`src/rtl/stack_pointer_unit_if.sv`:
```
// Operation/status bundle for the stack pointer unit.
// The master drives operations and observes the pointer state; the unit is the slave.
interface stack_pointer_unit_if #(
    parameter int WIDTH = 16
);
    logic             ena;
    logic             push;
    logic             pop;
    logic             load;
    logic [WIDTH-1:0] d;
    logic             clr_err;
    logic [WIDTH-1:0] q;
    logic [WIDTH-1:0] count;
    logic             empty;
    logic             full;
    logic             ovf;
    logic             unf;
    logic             lerr;

    modport master (
        output ena, push, pop, load, d, clr_err,
        input  q, count, empty, full, ovf, unf, lerr
    );

    modport slave (
        input  ena, push, pop, load, d, clr_err,
        output q, count, empty, full, ovf, unf, lerr
    );
endinterface

```
`src/rtl/stack_pointer_unit.sv`:
```
// Downward-growing stack pointer with item count and sticky error flags.
// All state changes on the falling edge of clk; rst clears everything asynchronously.
module stack_pointer_unit #(
    parameter int               WIDTH     = 16,
    parameter logic [WIDTH-1:0] BASE      = 16'h0400,
    parameter logic [WIDTH-1:0] LIMIT     = 16'h0200,
    parameter int               STEP_LOG2 = 1
) (
    input  logic               clk,
    input  logic               rst,
    stack_pointer_unit_if.slave bus
);
    localparam logic [WIDTH-1:0] ONE        = {{(WIDTH-1){1'b0}}, 1'b1};
    localparam logic [WIDTH-1:0] STEP       = ONE << STEP_LOG2;
    localparam logic [WIDTH-1:0] ALIGN_MASK = STEP - ONE;

    typedef enum logic [2:0] {
        OP_HOLD,
        OP_LOAD,
        OP_LERR,
        OP_PUSH,
        OP_OVF,
        OP_POP,
        OP_UNF
    } op_e;

    logic [WIDTH-1:0] q_r, q_n;
    logic [WIDTH-1:0] count_r, count_n;
    logic             ovf_r, ovf_n;
    logic             unf_r, unf_n;
    logic             lerr_r, lerr_n;

    logic             at_base;
    logic             at_limit;
    logic             load_ok;
    logic [WIDTH-1:0] load_count;
    op_e              op;

    assign at_base  = (q_r == BASE);
    assign at_limit = (q_r == LIMIT);

    // Legal load targets sit inside [LIMIT, BASE] on the same step grid as BASE.
    assign load_ok    = (bus.d >= LIMIT) && (bus.d <= BASE) &&
                        (((bus.d ^ BASE) & ALIGN_MASK) == '0);
    assign load_count = (BASE - bus.d) >> STEP_LOG2;

    always_comb begin
        op = OP_HOLD;
        if (bus.ena) begin
            if (bus.load) begin
                op = load_ok ? OP_LOAD : OP_LERR;
            end else if (bus.push && bus.pop) begin
                op = OP_HOLD;
            end else if (bus.push) begin
                op = at_limit ? OP_OVF : OP_PUSH;
            end else if (bus.pop) begin
                op = at_base ? OP_UNF : OP_POP;
            end
        end
    end

    always_comb begin
        q_n     = q_r;
        count_n = count_r;
        unique case (op)
            OP_LOAD: begin
                q_n     = bus.d;
                count_n = load_count;
            end
            OP_PUSH: begin
                q_n     = q_r - STEP;
                count_n = count_r + ONE;
            end
            OP_POP: begin
                q_n     = q_r + STEP;
                count_n = count_r - ONE;
            end
            default: ;
        endcase
    end

    // A flag raised on this edge survives a simultaneous clear.
    always_comb begin
        ovf_n  = (op == OP_OVF)  || (ovf_r  && !bus.clr_err);
        unf_n  = (op == OP_UNF)  || (unf_r  && !bus.clr_err);
        lerr_n = (op == OP_LERR) || (lerr_r && !bus.clr_err);
    end

    always_ff @(negedge clk or posedge rst) begin
        if (rst) begin
            q_r     <= BASE;
            count_r <= '0;
            ovf_r   <= 1'b0;
            unf_r   <= 1'b0;
            lerr_r  <= 1'b0;
        end else begin
            q_r     <= q_n;
            count_r <= count_n;
            ovf_r   <= ovf_n;
            unf_r   <= unf_n;
            lerr_r  <= lerr_n;
        end
    end

    assign bus.q     = q_r;
    assign bus.count = count_r;
    assign bus.empty = at_base;
    assign bus.full  = at_limit;
    assign bus.ovf   = ovf_r;
    assign bus.unf   = unf_r;
    assign bus.lerr  = lerr_r;
endmodule

```
`src/flat_wrapper.sv`:
```
// flat-port wrapper written by rule: the top's interface ports become plain ports
module stack_pointer_unit_flat 
#(
    parameter int               WIDTH     = 16,
    parameter logic [WIDTH-1:0] BASE      = 16'h0400,
    parameter logic [WIDTH-1:0] LIMIT     = 16'h0200,
    parameter int               STEP_LOG2 = 1
)
  (clk, rst, bus_ena, bus_push, bus_pop, bus_load, bus_d, bus_clr_err, bus_q, bus_count, bus_empty, bus_full, bus_ovf, bus_unf, bus_lerr);
  stack_pointer_unit_if #(.WIDTH(WIDTH)) bus_i ();
  input  logic clk;
  input  logic rst;
  input wire logic [$bits(bus_i.ena)-1:0] bus_ena;
  input wire logic [$bits(bus_i.push)-1:0] bus_push;
  input wire logic [$bits(bus_i.pop)-1:0] bus_pop;
  input wire logic [$bits(bus_i.load)-1:0] bus_load;
  input wire logic [$bits(bus_i.d)-1:0] bus_d;
  input wire logic [$bits(bus_i.clr_err)-1:0] bus_clr_err;
  output wire logic [$bits(bus_i.q)-1:0] bus_q;
  output wire logic [$bits(bus_i.count)-1:0] bus_count;
  output wire logic [$bits(bus_i.empty)-1:0] bus_empty;
  output wire logic [$bits(bus_i.full)-1:0] bus_full;
  output wire logic [$bits(bus_i.ovf)-1:0] bus_ovf;
  output wire logic [$bits(bus_i.unf)-1:0] bus_unf;
  output wire logic [$bits(bus_i.lerr)-1:0] bus_lerr;
  assign bus_i.ena = bus_ena;
  assign bus_i.push = bus_push;
  assign bus_i.pop = bus_pop;
  assign bus_i.load = bus_load;
  assign bus_i.d = bus_d;
  assign bus_i.clr_err = bus_clr_err;
  assign bus_q = bus_i.q;
  assign bus_count = bus_i.count;
  assign bus_empty = bus_i.empty;
  assign bus_full = bus_i.full;
  assign bus_ovf = bus_i.ovf;
  assign bus_unf = bus_i.unf;
  assign bus_lerr = bus_i.lerr;
  stack_pointer_unit #(.WIDTH(WIDTH), .BASE(BASE), .LIMIT(LIMIT), .STEP_LOG2(STEP_LOG2)) u_core (.clk(clk), .rst(rst), .bus(bus_i));
endmodule
```
`config.mk`:
```
export PLATFORM = sky130hd
export DESIGN_NAME = stack_pointer_unit_flat
export DESIGN_NICKNAME = d
export VERILOG_FILES = /design/src/rtl/stack_pointer_unit_if.sv /design/src/rtl/stack_pointer_unit.sv /design/src/flat_wrapper.sv
export SDC_FILE = /design/constraint.sdc
export NUM_CORES = 1
export LEC_CHECK = 0
export CORE_ASPECT_RATIO = 1.75
export CORE_UTILIZATION = 27
export DETAILED_ROUTE_END_ITERATION = 7
export SLEW_MARGIN = 5
export SYNTH_ARGS = -nofsm -noshare
export SYNTH_HDL_FRONTEND = slang
export SYNTH_SLANG_ARGS = --single-unit
```
`constraint.sdc`:
```
create_clock -name clk -period 3.9 [get_ports clk]
set_clock_uncertainty 0.15 [all_clocks]
set_input_delay 0.78 -clock clk [delete_from_list [all_inputs] [get_ports clk]]
set_output_delay 0.78 -clock clk [all_outputs]
set_load 0.05 [all_outputs]
```
==> results.cfg, run 1 <==
[yosys]
yosysWarningCount = 0
synth_async_sr_flop_share_pct = 100
syn_area_mm2 = 0.00316
ys_ff_latch = 35
synth_top_flop_cell = dfrtn_1
synthDistinctLibCells = 58
ys_seq_area_share_pct = 27.8
synth_fp_nets = 419
synth_edf_count = 0
netlist_instances = 366
synth.avg_cell_area_um2 = 8.62

[clock_tree]
clock_sinks = 35
ctsHoldBuffers = 0
cts_max_level = 2
path_clk_slew_ns = 0.05
cts_buffer_depth = 2
clk_latency_ns = 0.35
cts_buffers = 5
cts_tree = done
clockRootBuffer = clkbuf_16

[floorplanning]
die_h_um = 145
fp-row-count = 51
dieWidth_um = 83.7
core_mm2 = 0.0112
num_io_pins = 60
start_util_pct = 28.1
die_area_mm2 = 0.0121

[setup_path]
rrSetupSlack_ns = -0.21
endpoint_kind = flip-flop
critPathRequiredTime_ns = 1.95
arrival_ns = 3.73
path_max_fanout = 4
startpoint_type = primary input
critPathKind = in -> reg

[routing]
drt-wirelength-per-cell_um = 17.0
drc = 0
first_iter_violations = 107
ant_nets = 0
drt-total-wl_mm = 12.6
vias_per_cell = 5.15
vias = 3818
firstDrtPassIters = 4

[global_route]
busiest_layer = met2
grt-ovfl-total = 0
grt_start_max_net_pins = 61
grt_usage_pct = 20.4
met3_usage_pct = 1.99
use_met1_pct = 18.8
antenna_found_initial = 0
grt_pass1_vias = 4068
grt_util_met2_pct = 40.9
grt_pass1_wl_mm = 19.6

[cells_and_area]
final_common_cell = buf_4
post-route-util_pct = 58.3
nNetsFinal = 661
area_growth_pct = 108
drive_above_1_share_pct = 53.5
diodes = 0
final_area_mm2 = 0.00655
final_cell_mix = 149 x buf_4, 41 x nand2_1, 40 x buf_12

[pwr]
ir_drop_mv = 0.453
p_leak_nw = 3.01
power_density_mw_per_mm2 = 590

[status]
status = finished, violations left
violations = negative setup slack

[place]
placed_area_mm2 = 0.00546
gp_congestion = 0.901
dp_hpwl_mm = 9.15
io_buffers = 59

[run]
maxCapViolations = 0

[timing]
worstMarginPinSlew_ns = 0.441
slew_headroom_pct = 70.4
finalHoldViolCount = 0
rsz0062_at_grt = true
finalSetupTns_ns = -46.88
fin_ws_ns = -1.78
final_max_slew_viol_count = 0
setup-violations-final = 48

[hold_path]
hold_path.class = reg -> reg
Yosys cell counts, types with 2 or more instances:
cell	number	share of area [%]
nor4b_1	2	0.56
a311oi_1	2	0.56
a22o_1	2	0.56
o21bai_1	3	0.71
nor4_2	2	0.79
or2_2	4	0.79
a21o_1	7	1.7
nor3_1	16	2.5
nand2_1	44	5.2
clkbuf_1	3	0.36
nand4_1	4	0.79
and4_1	2	0.56
a221oi_1	2	0.56
nor2_1	16	1.9
o22ai_1	2	0.40
o311ai_1	4	1.1
a211oi_1	2	0.48
buf_2	6	0.95
inv_1	17	2.0
nand2b_1	8	1.6
o31ai_1	7	1.7
dfrtn_1	34	27
nand3b_1	2	0.48
ha_1	28	11
mux2i_1	16	5.1
o21ai_0	20	3.2
xor2_1	13	3.6
o21a_1	8	1.9
xnor2_1	18	5.0
o21ai_1	7	1.1
nand3_1	9	1.4
o211ai_1	6	1.4
fa_1	2	1.3
a31oi_1	3	0.59
or3_1	3	0.59
nor3b_1	4	0.95
a21oi_1	17	2.7
per-layer routing:
| layer | share of wire [%] | vias up |
|---|---|---|
| met5 | 0 | - |
| met4 | 5.7 | 0 |
| met3 | 2.5 | 44 |
| met2 | 58 | 92 |
| met1 | 34 | 1850 |
| li1 | - | 1832 |
critical path, stage by stage:
cell and delay (ns):
buf_12 0.09, inv_12 0.03, ha_4 0.15, nor3b_4 0.14, nand4_1 0.13, a21oi_4 0.09, o31ai_4 0.21, inv_2 0.10
nand2_8 0.08, clkinvlp_4 0.14, buf_4 0.17, fa_2 0.37, nor2b_4 0.13, o211ai_1 0.12, a32oi_2 0.29, a311oi_2 0.17
buf_4 0.16, buf_4 0.12, o211ai_1 0.17, o21ai_1 0.07
kinds of logic after synthesis:
group                    share of synthesized area [%]
AND/OR/NAND/NOR                                   19.9
AO/OA/AOI/OAI                                     22.4
flip-flops                                        27.8
XOR/XNOR                                          8.60
adder cells (fa/ha/maj)                           12.4
buffers and inverters                             3.45
multiplexers                                      5.43
path summary, 6_finish.rpt:
check	end	from	depth (start not counted)
setup reg to reg	u_core.bus.q[15]	u_core.bus.q[4]	21
min in group asynchronous	u_core.bus.lerr	rst	3
setup / recovery	u_core.bus.q[15]	bus_d[0]	20
max in group asynchronous	u_core.bus.count[3]	rst	3
hold reg to reg	u_core.bus.count[8]	u_core.bus.count[8]	2
hold / removal	u_core.bus.count[8]	u_core.bus.count[8]	2
timing repair:
| item | 4_1_cts | 5_1_grt |
|---|---|---|
| pin swaps | 67 | 26 |
| endpoints found under the setup margin | 52 | 57 |
| endpoints found under the hold margin | 0 | 0 |
| gates cloned | 2 | 0 |
| gates resized for setup | 141 | 30 |
| buffers inserted | 28 | 32 |
state kept, by name (all words and copies together), names as in the netlist:
signal	cells
u_core.bus.count	16
u_core.bus.lerr	1
u_core.bus.ovf	1
u_core.bus.q	16
u_core.bus.unf	1
area by class of cell:
cell class / count / area [um^2]
Multi-Input combinational cell: 304 / 2770
Clock inverter: 4 / 18.8
Clock buffer: 5 / 125
Inverter: 17 / 85.1
Fill cell: 920 / 4680
Timing Repair Buffer: 244 / 2510
Sequential cell: 35 / 877
Tap cell: 132 / 165
per-stage QoR:
step | setup slack, ns | hold slack, ns | total power, W | cells
final | -1.78 | 0.368 | 0.00387 | 741
after global routing | -1.97 | 0.399 | 0.00407 | 741
after CTS | -1.80 | 0.377 | 0.00369 | 716
after detailed placement | -2.76 | 0.376 | 0.00291 | 681
after global placement | -2.72 | 0.367 | 0.00288 | 681
after floorplan | -2.15 | 0.491 | 0.00175 | 366
power breakdown:
| group | leakage, nW | total [W] | switching, W | internal [W] |
|---|---|---|---|---|
| clock | 0.0806 | 0.000406 | 0.000171 | 0.000235 |
| sequential | 0.447 | 0.000603 | 0.000130 | 0.000473 |
| combinational | 2.48 | 0.00286 | 0.00134 | 0.00152 |
| total | 3.01 | 0.00387 | 0.00164 | 0.00223 |
No activity file was read; power rests on OpenSTA's default activity.
==> run 2: changes to the inputs <==
--- a/config.mk
+++ b/config.mk
@@ -8,7 +8,7 @@
 export CORE_ASPECT_RATIO = 1.75
 export CORE_UTILIZATION = 27
 export DETAILED_ROUTE_END_ITERATION = 7
-export SLEW_MARGIN = 5
+export SLEW_MARGIN = 15
 export SYNTH_ARGS = -nofsm -noshare
 export SYNTH_HDL_FRONTEND = slang
 export SYNTH_SLANG_ARGS = --single-unit
==> results of run 2 <==
The final DEF is identical to that of run 1; final timing and power are the same.
==> variant, RTL diff (config.mk and constraints of run 1) <==
Remove the case item `OP_PUSH` of the case on `op`.
--- a/src/rtl/stack_pointer_unit.sv
+++ b/src/rtl/stack_pointer_unit.sv
@@ -68,8 +68,4 @@
                 count_n = load_count;
             end
-            OP_PUSH: begin
-                q_n     = q_r - STEP;
-                count_n = count_r + ONE;
-            end
             OP_POP: begin
                 q_n     = q_r + STEP;
Behaviour: not the same (a bounded check fails within 4 cycles, from zero or initial values and one cycle with rst high).
==> variant against run 1 <==
- the flow still finishes with violations (negative setup slack)
- wire length is 8.9% lower
- worst setup slack improved by 870 ps
- sequential share of layout area is 4.1 points higher
- largest cell class is now non-clock buffers
- synthesized area down 24%
- design area shrank 23%
- synthesized cell count is 19% lower
- non-clock buffer count is 78 lower
- final cell count down 22%
- sequential cell count did not move
- highest routed layer unchanged
Power is not compared: it rests on default switching activity, and its combinational part moved more than twofold at a synthesized area within 25%.
==> variant: results (changes against run 1) <==
stage	metric	value	unit	change
place	place_congestion	0.9155		+1.6%
worst_setup_path	cp_max_fo	2		-2
power	peakVddDrop	400.1	µV	
global_route	grt_max_degree	24		-61%
routing	routedWlPerCell	19.85	µm	+17%
status	violations	negative setup slack		
cells_and_area	final_nets	485		-27%
cts	path_clk_slew	40	ps	
sta	setup_tns	-15850	ps	+31030 ps
synthesis	syn_nets	324		-23%
synthesis	synthArstFlopShare	100.0	%	unchanged
cts	htree_levels	2		unchanged
routing	dr.first_iter.drc_count	334		+210%
min_path	min_path_type	reg -> reg		
synthesis	yosys-top-cells-area	dfrtn_1 35%, o21ai_1 6.5%, a21oi_1 5.2%		
status	outcome	finished, violations left		
synthesis	synthCells	298		-19%
place	hpwl	6.768	mm	-26%
global_route	grt_pass1_vias	3354		-18%
synthesis	synth_commonest_cells	34 x dfrtn_1, 31 x nor2_1, 31 x o21ai_1		
synthesis	ys.flop_type	dfrtn_1		
cells_and_area	fill_cells	719		-22%
cts	cts_buffers	5		unchanged
routing	drtPass1Iterations	4		unchanged
power	p_leak	2.154	nW	
global_route	antenna_found_initial	0		unchanged
synthesis	seq_area_frac_synth	36.55	%	+8.8 points
place	placed_cell_area	4103	µm²	-25%
routing	routed_wl	11.45	mm	-8.9%
synthesis	synth_cell_types	55		-5.2%
cts	root_buffer	clkbuf_16		
synthesis	yosysWarnings	0		unchanged
sta	setup_slack	-905.4	ps	+874.5 ps
sta	maxSlewHeadroom	73.30	%	+2.9 points
worst_setup_path	critPathArrivalTime	3880	ps	+150 ps
cells_and_area	antenna_cells	0		unchanged
place	place_inst	525		-23%
cells_and_area	drive_gt1_share	52.39	%	-1.1 points
global_route	grt_pass1_wl	17.28	mm	-12%
routing	drt-vias-per-instance	5.657		+9.8%
global_route	track_usage	25.09	%	+4.7 points
cts	clk_latency	360	ps	
cts	clock_path_buffers	2		unchanged
sta	setup_viol	45		-6.3%
place	numPortBuffers	59		unchanged
-- variant: cell count changes in the layout (fill, tap and decap cells not counted), moves of 7 or more --
cell	run 1	this run
ha_1	14	2
nor3_1	12	5
nand2_1	41	18
ha_4	14	1
mux2i_1	16	3
a21oi_2	7	14
buf_4	149	79
nor2_1	12	24
o21a_1	7	0
xor2_1	13	3
a31oi_1	0	10
xnor2_1	17	5
o21ai_2	0	13
buf_6	32	23
-- variant: repair_timing --
item                                    4_1_cts  5_1_grt
pin swaps                                    28       13
buffers inserted                             32       19
resized for setup                           126       31
cloned                                        7        0
endpoints found under the setup margin       53       52
-- variant: cell type report --
cell class	instances	area, µm²	area share, %
timing repair buffer	166	1903	37.95
multi-input combinational	239	1876	37.40
tap	117	146.4	2.919
sequential	35	877.1	17.49
inverter	11	62.56	1.248
clock inverter	2	7.507	0.1497
clock buffer	7	142.6	2.844
-- variant: cell families after synthesis --
family	synth area share, %
muxes	1.721
DFF	36.55
adders and majority gates	1.564
buffers and inverters	4.380
and+or+nand+nor	26.07
xor gates and xnor gates	3.285
AOI/OAI and AO/OA	26.43
-- variant: per-stage QoR --
stage	hold slack (ps)	worst slack (ps)
6_report	352.7	-905.4
5_1_grt	372.7	-938.8
4_1_cts	355.9	-918.2
3_5_place_dp	349.3	-1309
3_3_place_gp	321.3	-1240
2_1_floorplan	490.3	-871.4
-- variant: worst max-delay path, cell delays in order, from the launching register on --
cell	delay [ps]
dfrtn_1	350
or4_4	560
nor4_4	290
nand3_2	170
clkinvlp_4	120
buf_12	130
-- variant: final timing paths --
check / startpoint / end / slack (ps) / cells past startpoint
max: u_core.bus.q[4] / bus_empty / -910 / 5
min: u_core.bus.unf / u_core.bus.unf / 350 / 1
min in group asynchronous: rst / u_core.bus.q[15] / 2600 / 3
max reg2reg: u_core.bus.q[4] / u_core.bus.q[7] / 1080 / 10
min reg2reg: u_core.bus.unf / u_core.bus.unf / 350 / 1
max in group asynchronous: rst / u_core.bus.count[13] / 750 / 3
-- variant: layer usage --
metal  wire [µm]  vias up  track usage, %
met5           0        -               0
met4         805        0           20.42
met3         592       64           3.971
met2        6276      158           43.90
met1        3779     1601           25.30
li1            -     1441               -
-- variant: power by group --
group	internal, mW	total, mW	leakage, nW	switching, mW
Sequential	0.428	0.501	0.437	0.0722
Clock	0.254	0.408	0.0769	0.154
Combinational	0.472	0.987	1.64	0.515
